===== config.mk =====
export PLATFORM = sky130hd
export DESIGN_NAME = hsi_vector_mse
export DESIGN_NICKNAME = d
export VERILOG_FILES = /design/src/rtl/hsi_vector_mse.sv
export SDC_FILE = /design/constraint.sdc
export NUM_CORES = 1
export LEC_CHECK = 0
export ABC_AREA = 1
export BUFFER_PORTS_ARGS = -buffer_cell sky130_fd_sc_hd__buf_2
export CAP_MARGIN = 10
export CORE_ASPECT_RATIO = 0.9
export CORE_MARGIN = 1.5
export CORE_UTILIZATION = 32
export DETAILED_ROUTE_END_ITERATION = 10
export PLACE_DENSITY = 0.51
export SLEW_MARGIN = 0
export SYNTH_ARGS = -nofsm -noshare
export SYNTH_HDL_FRONTEND = slang
export SYNTH_SLANG_ARGS = --single-unit

===== constraint.sdc =====
create_clock -name clk -period 10.9 [get_ports clk]
set_clock_uncertainty 0.05 [all_clocks]
set_input_delay 2.18 -clock clk [delete_from_list [all_inputs] [get_ports clk]]
set_output_delay 2.18 -clock clk [all_outputs]
set_load 0.01 [all_outputs]

===== src/rtl/hsi_vector_mse.sv =====
// Streaming MSE between one measured HSI pixel vector and one reference vector,
// both arriving as packed multi-band words; one tagged result per reference vector.
//
// state | meaning
// IDLE  | word counter at 0, no vector partially received
// RECV  | some words of the current vector accepted, waiting for the last one
module hsi_vector_mse #(
    parameter int WORD_WIDTH            = 32,
    parameter int DATA_WIDTH            = 16,
    parameter int HSI_BANDS             = 128,
    parameter int HSI_LIBRARY_SIZE      = 256,
    parameter int HSI_LIBRARY_SIZE_ADDR = $clog2(HSI_LIBRARY_SIZE)
) (
    input  logic                             clk,
    input  logic                             rst_n,
    input  logic                             clear,
    input  logic                             in_valid,
    input  logic [WORD_WIDTH-1:0]            sample_word,
    input  logic [WORD_WIDTH-1:0]            ref_word,
    output logic                             mse_valid,
    output logic [2*DATA_WIDTH-1:0]          mse_out,
    output logic [HSI_LIBRARY_SIZE_ADDR-1:0] mse_id,
    output logic                             busy
);
    localparam int BPW = WORD_WIDTH / DATA_WIDTH;
    localparam int WPV = HSI_BANDS / BPW;
    localparam int SH  = $clog2(HSI_BANDS);
    localparam int WCW = (WPV > 1) ? $clog2(WPV) : 1;
    localparam int PW  = 2 * DATA_WIDTH + $clog2(BPW);
    localparam int AW  = 2 * DATA_WIDTH + SH;
    localparam int IDW = HSI_LIBRARY_SIZE_ADDR;

    typedef enum logic {ST_IDLE, ST_RECV} state_t;

    state_t                           state_q, state_d;
    logic [WCW-1:0]                   wcnt_q, wcnt_d;
    logic [IDW-1:0]                   id_q, id_d;

    logic                             s1_v_q, s1_f_q, s1_l_q;
    logic [BPW-1:0][DATA_WIDTH-1:0]   s1_diff_q, s1_diff_d;
    logic                             s2_v_q, s2_f_q, s2_l_q;
    logic [PW-1:0]                    s2_sum_q, s2_sum_d;
    logic                             s3_v_q, s3_l_q;
    logic [AW-1:0]                    acc_q, acc_d;

    logic                             mse_valid_q, mse_valid_d;
    logic [2*DATA_WIDTH-1:0]          mse_q, mse_d;
    logic [IDW-1:0]                   mse_id_q, mse_id_d;

    logic                             accept;
    logic                             word_first;
    logic                             word_last;

    // clear wins over in_valid: the word offered in a clear cycle is dropped
    assign accept     = in_valid & ~clear;
    assign word_first = (wcnt_q == '0);
    assign word_last  = (wcnt_q == WCW'(WPV - 1));

    always_comb begin
        state_d = state_q;
        wcnt_d  = wcnt_q;
        if (clear) begin
            state_d = ST_IDLE;
            wcnt_d  = '0;
        end else if (in_valid) begin
            wcnt_d = word_last ? '0 : wcnt_q + 1'b1;
            case (state_q)
                ST_IDLE: state_d = word_last ? ST_IDLE : ST_RECV;
                ST_RECV: state_d = word_last ? ST_IDLE : ST_RECV;
                default: state_d = ST_IDLE;
            endcase
        end
    end

    always_comb begin
        logic [DATA_WIDTH-1:0]   s, r;
        logic [2*DATA_WIDTH-1:0] sq;
        s         = '0;
        r         = '0;
        sq        = '0;
        s1_diff_d = '0;
        s2_sum_d  = '0;
        for (int i = 0; i < BPW; i++) begin
            s = sample_word[i*DATA_WIDTH +: DATA_WIDTH];
            r = ref_word[i*DATA_WIDTH +: DATA_WIDTH];
            s1_diff_d[i] = (s >= r) ? (s - r) : (r - s);
        end
        for (int i = 0; i < BPW; i++) begin
            sq       = (2*DATA_WIDTH)'(s1_diff_q[i]) * (2*DATA_WIDTH)'(s1_diff_q[i]);
            s2_sum_d = s2_sum_d + PW'(sq);
        end
    end

    // first flag restarts the accumulator, so back-to-back vectors need no bubble
    always_comb begin
        acc_d       = acc_q;
        id_d        = id_q;
        mse_valid_d = 1'b0;
        mse_d       = mse_q;
        mse_id_d    = mse_id_q;
        if (s2_v_q) begin
            acc_d = s2_f_q ? AW'(s2_sum_q) : acc_q + AW'(s2_sum_q);
        end
        if (s3_v_q && s3_l_q) begin
            mse_valid_d = 1'b1;
            mse_d       = acc_q[SH +: 2*DATA_WIDTH];
            mse_id_d    = id_q;
            id_d        = (id_q == IDW'(HSI_LIBRARY_SIZE - 1)) ? '0 : id_q + 1'b1;
        end
    end

    always_ff @(posedge clk or negedge rst_n) begin
        if (!rst_n) begin
            state_q     <= ST_IDLE;
            wcnt_q      <= '0;
            id_q        <= '0;
            s1_v_q      <= 1'b0;
            s1_f_q      <= 1'b0;
            s1_l_q      <= 1'b0;
            s1_diff_q   <= '0;
            s2_v_q      <= 1'b0;
            s2_f_q      <= 1'b0;
            s2_l_q      <= 1'b0;
            s2_sum_q    <= '0;
            s3_v_q      <= 1'b0;
            s3_l_q      <= 1'b0;
            acc_q       <= '0;
            mse_valid_q <= 1'b0;
            mse_q       <= '0;
            mse_id_q    <= '0;
        end else begin
            state_q   <= state_d;
            wcnt_q    <= wcnt_d;
            s1_f_q    <= word_first;
            s1_l_q    <= word_last;
            s1_diff_q <= s1_diff_d;
            s2_f_q    <= s1_f_q;
            s2_l_q    <= s1_l_q;
            s2_sum_q  <= s2_sum_d;
            s3_l_q    <= s2_l_q;
            acc_q     <= acc_d;
            mse_q     <= mse_d;
            mse_id_q  <= mse_id_d;
            if (clear) begin
                id_q        <= '0;
                s1_v_q      <= 1'b0;
                s2_v_q      <= 1'b0;
                s3_v_q      <= 1'b0;
                mse_valid_q <= 1'b0;
            end else begin
                id_q        <= id_d;
                s1_v_q      <= accept;
                s2_v_q      <= s1_v_q;
                s3_v_q      <= s2_v_q;
                mse_valid_q <= mse_valid_d;
            end
        end
    end

    assign mse_valid = mse_valid_q;
    assign mse_out   = mse_q;
    assign mse_id    = mse_id_q;
    assign busy      = (state_q == ST_RECV) | s1_v_q | s2_v_q | s3_v_q;

endmodule


==> results of run 1 <==
[path summary, 6_finish.rpt]
| check | from | endpoint | slack, ns | depth (start not counted) |
|---|---|---|---|---|
| max | s1_diff_q[13] | s2_sum_q[25] | 3.88 | 22 |
| min | s1_f_q | s2_f_q | 0.30 | 0 |
| max reg2reg | s1_diff_q[13] | s2_sum_q[25] | 3.88 | 22 |
| min reg2reg | s1_f_q | s2_f_q | 0.30 | 0 |
| max in group asynchronous | rst_n | acc_q[24] | 7.72 | 2 |
| min in group asynchronous | rst_n | mse_out[1] | 1.67 | 1 |
[stage by stage]
step           hold WS, ns  cell area, sq um  utilization  setup slack, ns  instances
4_1_cts              0.307             29700        0.350             3.86       4761
3_5_place_dp         0.288             29000        0.343             3.91       4729
6_report             0.297             29700        0.350             3.88       4763
3_3_place_gp         0.284             29000        0.343             3.94       4729
5_1_grt              0.312             29700        0.350             3.47       4763
2_1_floorplan        0.281             27500            -             4.45       3590
[worst max-delay path, cell delays in order (launching register included)]
cell	delay [ns]
sky130_fd_sc_hd__dfrtp_1	0.82
sky130_fd_sc_hd__nand2_1	0.19
sky130_fd_sc_hd__fa_1	0.52
sky130_fd_sc_hd__inv_1	0.05
sky130_fd_sc_hd__fa_1	0.50
sky130_fd_sc_hd__inv_1	0.06
sky130_fd_sc_hd__fa_1	0.55
sky130_fd_sc_hd__inv_1	0.07
sky130_fd_sc_hd__fa_1	0.42
sky130_fd_sc_hd__fa_1	0.49
sky130_fd_sc_hd__inv_1	0.05
sky130_fd_sc_hd__fa_1	0.55
sky130_fd_sc_hd__fa_1	0.44
sky130_fd_sc_hd__fa_1	0.50
sky130_fd_sc_hd__inv_1	0.05
sky130_fd_sc_hd__ha_1	0.42
sky130_fd_sc_hd__nand2_1	0.12
sky130_fd_sc_hd__nor2_1	0.19
sky130_fd_sc_hd__inv_1	0.08
sky130_fd_sc_hd__nor3_1	0.27
sky130_fd_sc_hd__nand4_1	0.15
sky130_fd_sc_hd__nand3_1	0.15
sky130_fd_sc_hd__xor2_1	0.19
[logic make-up after synthesis]
group                    after synthesis  synth area share
flip-flops                           168             0.153
AO/OA/AOI/OAI                        324            0.0675
AND/OR/NAND/NOR                     1285             0.186
buffers and inverters               1029             0.143
adder cells (fa/ha/maj)              683             0.419
XOR/XNOR                             101            0.0322
[registers in the layout, summed over array words and instances (netlist names), 6 cells and up]
| register | cells |
|---|---|
| s1_diff_q | 32 |
| acc_q | 39 |
| mse_id | 8 |
| id_q | 8 |
| wcnt_q | 6 |
| s2_sum_q | 33 |
| mse_out | 32 |
[routing by layer]
layer  vias up  part of all wire  global-route usage
li1      10692                 -                   -
met1     10267              0.48               0.227
met2       330              0.47               0.286
met3        60             0.038              0.0227
met4         2             0.018              0.0406
met5         -           0.00018                   0
[final cells by class]
type / instances / area [sq um] / area share
clock buffers: 17 / 425 / 0.0143
multi-input cells: 2393 / 19400 / 0.652
inverters: 921 / 3460 / 0.117
repair buffers: 114 / 592 / 0.0200
well taps: 1133 / 1420 / 0.0478
clock inverters: 15 / 209 / 0.00704
flip-flops and latches: 168 / 4200 / 0.142
diodes: 2 / 5.00 / 0.000169
[synth_stat cells, types with 11 or more instances]
library cell	instances
sky130_fd_sc_hd__dfrtp_1	168
sky130_fd_sc_hd__o211ai_1	11
sky130_fd_sc_hd__fa_1	394
sky130_fd_sc_hd__nand4_1	15
sky130_fd_sc_hd__nor2_1	195
sky130_fd_sc_hd__clkbuf_1	79
sky130_fd_sc_hd__ha_1	289
sky130_fd_sc_hd__xor2_1	80
sky130_fd_sc_hd__o21ai_0	109
sky130_fd_sc_hd__a21oi_1	130
sky130_fd_sc_hd__nand3_1	102
sky130_fd_sc_hd__xnor2_1	21
sky130_fd_sc_hd__o21bai_1	22
sky130_fd_sc_hd__a21o_1	17
sky130_fd_sc_hd__inv_1	914
sky130_fd_sc_hd__nand2_1	921
sky130_fd_sc_hd__nor3_1	30
==> PnR_summary.wiki, run 1 <==
{| class="wikitable"
! Metric !! Value
|-
| Remaining antenna violation count || 0
|-
| Routability cong. || 0.937
|-
| Top library cells by usage in the layout, fill and taps aside || 920 x sky130_fd_sc_hd__nand2_1, 914 x sky130_fd_sc_hd__inv_1, 394 x sky130_fd_sc_hd__fa_1
|-
| Share of the synthesized area in the top cell type || 0.287
|-
| Vias per cell || 4.48
|-
| Count of mapped cells out of synthesis || 3590
|-
| Category of the worst setup path capture point || register
|-
| Detailed placer's ending HPWL || 60800 microns
|-
| PostCTS Resize Cnt || 0
|-
| Primary FF master, synth || sky130_fd_sc_hd__dfrtp_1
|-
| Total count of max-transition violations in the final report || 0
|-
| Result of the run || finished, final reports clean
|-
| First drt pass iteration count || 6
|-
| Peak Freq || 142 MHz
|-
| Number of top-level pins || 110
|-
| Unrepaired setup endpoints after global routing || false
|-
| Mean routed wirelength per cell || 14.9 microns
|-
| DRC marker count from the first detailed-route iteration || 1092
|-
| Filler cell count in the final layout || 9058
|-
| Share of final-layout standard cells stronger than drive strength 1 || 0.0491
|-
| Area of the core || 84700 sq um
|-
| CTS sink count || 168
|-
| Global-route wire length before repair || 117000 microns
|-
| Die Width || 312 microns
|-
| Insertion delay to the later sink of the worst-skew pair || 0.51 ns
|-
| Initial antenna violation count || 5
|-
| Post-synth cell types || 47
|-
| Number of buffers created by CTS || 17
|-
| Grt ovf || 0
|-
| Num rows || 101
|-
| Minimum period implied by the final worst setup slack || 7.02 ns
|-
| Transition time at the pin with the least slew margin || 1.04 ns
|-
| Number of nets in the synthesized netlist || 4341
|-
| Synthesized cell area || 27500 sq um
|-
| Most common library cell in the layout ignoring fill and taps || sky130_fd_sc_hd__nand2_1
|-
| Reported max-cap violation count || 0
|-
| Number of setup buffers added after CTS || 0
|-
| Area of the die || 87700 sq um
|-
| Total Routing Usage GR || 0.169
|-
| Max-Slew Margin vs Limit || 0.302
|-
| Synth Warn # || 0
|-
| Number of global-route vias before repair || 22180
|-
| Number of nets in the final layout || 4366
|-
| Critical path class || reg2reg
|-
| Drt total wl || 71000 microns
|-
| Final Hold Viols || 0
|-
| DRC || 0
|-
| Share of the clock period used by the worst path after layout || 0.644
|-
| Kind of launch point of the worst setup path || register
|-
| Proportion of register bits with asynchronous set or reset after synthesis || 1.00
|-
| Clock buffer depth || 2
|-
| Clock root buffer master || sky130_fd_sc_hd__clkbuf_16
|-
| Final sum of negative setup slack || 0 ns
|-
| WP data arrival || 7.36 ns
|-
| Post-synthesis average cell area || 7.66 sq um
|-
| Initial Utilization || 0.325
|-
| Total number of H-tree levels || 4
|-
| Number of storage elements in the synthesis netlist || 168
|-
| Number of flops mapped to enable cells by yosys || 0
|-
| Seq/Total Area, Yosys || 0.153
|-
| Leading post-synthesis cells by cell area || sky130_fd_sc_hd__fa_1 29%, sky130_fd_sc_hd__dfrtp_1 15%, sky130_fd_sc_hd__ha_1 13%
|-
| Vert. Die Dim || 281 microns
|-
| Number of port buffers || 109
|-
| Growth of design area from synthesis to finish || 7.93%
|-
| Register clock-pin slew on the reported worst setup and hold paths || 0.09 ns
|-
| Highest net fanout along the worst path || 16
|-
| Maximum number of pins on one net before global-route repair || 102
|-
| Worst hold path class || reg2reg
|-
| Total number of vias || 21351
|-
| Crit path required time || 11.24 ns
|-
| CTS tree || yes
|-
| Total of endpoints with negative setup slack in the final report || 0
|-
| Quantity of hold-fixing buffers added after cts || 0
|-
| Post-synth top area cell || sky130_fd_sc_hd__fa_1
|}
Power of run 1 is left out: the tool's default activity adds up to more than one toggle a clock period on the data nets, which glitch-free logic cannot reach.
==> inputs of run 2 (changes only) <==
==> constraint.sdc (replaced) <==
create_clock -name clk -period 6.93 [get_ports clk]
set_clock_uncertainty 0.05 [all_clocks]
set_input_delay 1.386 -clock clk [delete_from_list [all_inputs] [get_ports clk]]
set_output_delay 1.386 -clock clk [all_outputs]
set_load 0.01 [all_outputs]
==> run 2 against run 1 <==
Against the previous run:
- non-clock buffer count is 52 higher
- sequential share of layout area fell by 0.16 points
- maximum frequency is 6.0% higher
- critical path depth is 1 lower
==> PnR_summary.wiki, run 2 (synthesis gave the netlist of run 1 again) <==
{| class="wikitable"
! Metric !! Value
|-
| Number of non-filler instances in the completed layout || 4815
|-
| Highest net fanout along the worst path || 7
|-
| DRC || 0
|-
| Transition time at the pin with the least slew margin || 1.06 ns
|-
| Growth of design area from synthesis to finish || 9.52%
|-
| Clock root buffer master || sky130_fd_sc_hd__clkbuf_16
|-
| Number of flip-flops in the largest register || 39
|-
| Total of endpoints with negative setup slack in the final report || 0
|-
| First drt pass iteration count || 5
|-
| Number of port buffers || 109
|-
| Register clock-pin slew on the reported worst setup and hold paths || 0.09 ns
|-
| Number of buffers created by CTS || 17
|-
| Total Routing Usage GR || 0.167
|-
| DRC marker count from the first detailed-route iteration || 1145
|-
| CTS tree || yes
|-
| Initial antenna violation count || 4
|-
| Die Width || 312 microns
|-
| Initial Utilization || 0.325
|-
| Largest regs || acc_q: 39 flops, s2_sum_q: 33 flops
|-
| Vert. Die Dim || 281 microns
|-
| Kind of launch point of the worst setup path || register
|-
| Area of the core || 84700 sq um
|-
| Detailed placer's ending HPWL || 61000 microns
|-
| Mean routed wirelength per cell || 14.5 microns
|-
| CTS sink count || 168
|-
| Number of global-route vias before repair || 22654
|-
| Remaining antenna violation count || 0
|-
| Number of cells after detailed placement || 4778
|-
| Num rows || 101
|-
| Vias per cell || 4.49
|-
| Total count of max-transition violations in the final report || 0
|-
| Share of final-layout standard cells stronger than drive strength 1 || 0.0668
|-
| Grt ovf || 0
|-
| Reported max-cap violation count || 0
|-
| Maximum number of pins on one net before global-route repair || 68
|-
| Number of nets in the final layout || 4418
|-
| Peak Freq || 151 MHz
|-
| Insertion delay to the later sink of the worst-skew pair || 0.49 ns
|-
| Routability cong. || 0.938
|-
| Drt total wl || 70000 microns
|-
| Category of the worst setup path capture point || register
|-
| Max-Slew Margin vs Limit || 0.292
|-
| Quantity of hold-fixing buffers added after cts || 0
|-
| Global-route wire length before repair || 117000 microns
|-
| Top library cells by usage in the layout, fill and taps aside || 920 x sky130_fd_sc_hd__nand2_1, 914 x sky130_fd_sc_hd__inv_1, 394 x sky130_fd_sc_hd__fa_1
|-
| Top reg by flops || acc_q
|-
| Number of top-level pins || 110
|-
| Unrepaired setup endpoints after global routing || false
|-
| Area of the die || 87700 sq um
|-
| Worst hold path class || reg2reg
|-
| Result of the run || finished, final reports clean
|-
| Minimum period implied by the final worst setup slack || 6.63 ns
|-
| Final Hold Viols || 0
|-
| Crit path required time || 7.29 ns
|-
| Total number of H-tree levels || 4
|-
| Filler cell count in the final layout || 9072
|-
| WP data arrival || 6.98 ns
|-
| Critical path class || reg2reg
|-
| Clock buffer depth || 2
|-
| Share of the clock period used by the worst path after layout || 0.956
|-
| Total number of vias || 21623
|-
| Most common library cell in the layout ignoring fill and taps || sky130_fd_sc_hd__nand2_1
|}
[run 2: cell types whose count changed in the layout (fill, tap and decap cells not counted), moves of 2 or more]
cell,change
sky130_fd_sc_hd__a21oi_1,-2
sky130_fd_sc_hd__a21oi_2,+2
sky130_fd_sc_hd__buf_4,+51
sky130_fd_sc_hd__dfrtp_1,-11
sky130_fd_sc_hd__dfrtp_2,+11
sky130_fd_sc_hd__nor3_1,-2
sky130_fd_sc_hd__nor3_2,+2
sky130_fd_sc_hd__o21ai_0,-2
sky130_fd_sc_hd__o21ai_1,+2
[run 2: per-layer routing]
metal  vias to the layer above  global-route usage  routed length (microns)
met1                     10458               0.221                    32900
met2                       304               0.289                    33500
li1                      10786                   -                        -
met3                        71              0.0227                     2310
met5                         -                   0                       27
met4                         4              0.0388                     1230
[run 2: worst max-delay path, cell delays in order (launching register included)]
cell	delay, ns
sky130_fd_sc_hd__dfrtp_1	0.52
sky130_fd_sc_hd__buf_4	0.24
sky130_fd_sc_hd__nand2_1	0.10
sky130_fd_sc_hd__inv_1	0.07
sky130_fd_sc_hd__fa_1	0.53
sky130_fd_sc_hd__inv_1	0.05
sky130_fd_sc_hd__fa_1	0.54
sky130_fd_sc_hd__fa_1	0.45
sky130_fd_sc_hd__fa_1	0.57
sky130_fd_sc_hd__fa_1	0.44
sky130_fd_sc_hd__fa_1	0.52
sky130_fd_sc_hd__fa_1	0.44
sky130_fd_sc_hd__fa_1	0.51
sky130_fd_sc_hd__inv_1	0.05
sky130_fd_sc_hd__ha_1	0.42
sky130_fd_sc_hd__nand2_1	0.11
sky130_fd_sc_hd__nor2_1	0.22
sky130_fd_sc_hd__inv_1	0.10
sky130_fd_sc_hd__nor3_2	0.21
sky130_fd_sc_hd__nand4_1	0.13
sky130_fd_sc_hd__nand3_1	0.12
sky130_fd_sc_hd__xor2_1	0.17
[run 2: per-stage QoR]
step | hold WS, ns | instance area, sq um | util | setup slack (ns) | TNS (ns)
2_1_floorplan | 0.281 | 27500 | - | 0.478 | 0
4_1_cts | 0.294 | 30000 | 0.355 | 0.0540 | 0
5_1_grt | 0.306 | 30100 | 0.355 | 0.0130 | 0
3_5_place_dp | 0.286 | 29400 | 0.347 | 0.0467 | 0
6_report | 0.286 | 30100 | 0.355 | 0.305 | 0
3_3_place_gp | 0.283 | 29400 | 0.347 | -0.0253 | -0.0253
[run 2: layout make-up]
class,instances,area [sq um],share of cell area
antenna,2,5.00,0.000166
clock buffer,17,425,0.0141
clock inverter,15,209,0.00694
inverter,921,3460,0.115
multi-input combinational,2393,19400,0.644
sequential,168,4220,0.140
tap,1133,1420,0.0471
timing repair buffer,166,995,0.0330
[run 2: repair_timing]
| action | 4_1_cts | 5_1_grt |
|---|---|---|
| setup endpoints to repair | 1 | 16 |
| buffers inserted | 0 | 3 |
| cloned | 0 | 0 |
| resized for setup | 1 | 17 |
[run 2: final timing paths]
| kind | slack [ns] | cells after the start | endpoint | from |
|---|---|---|---|---|
| setup reg to reg | 0.30 | 21 | s2_sum_q[25] | s1_diff_q[28] |
| min in group asynchronous | 0.78 | 1 | mse_out[1] | rst_n |
| max in group asynchronous | 4.76 | 2 | s1_diff_q[6] | rst_n |
| hold reg to reg | 0.29 | 0 | s2_l_q | s1_l_q |
| hold / removal | 0.29 | 0 | s2_l_q | s1_l_q |
| setup / recovery | 0.30 | 21 | s2_sum_q[25] | s1_diff_q[28] |
Power of run 2 is left out for the same reason.
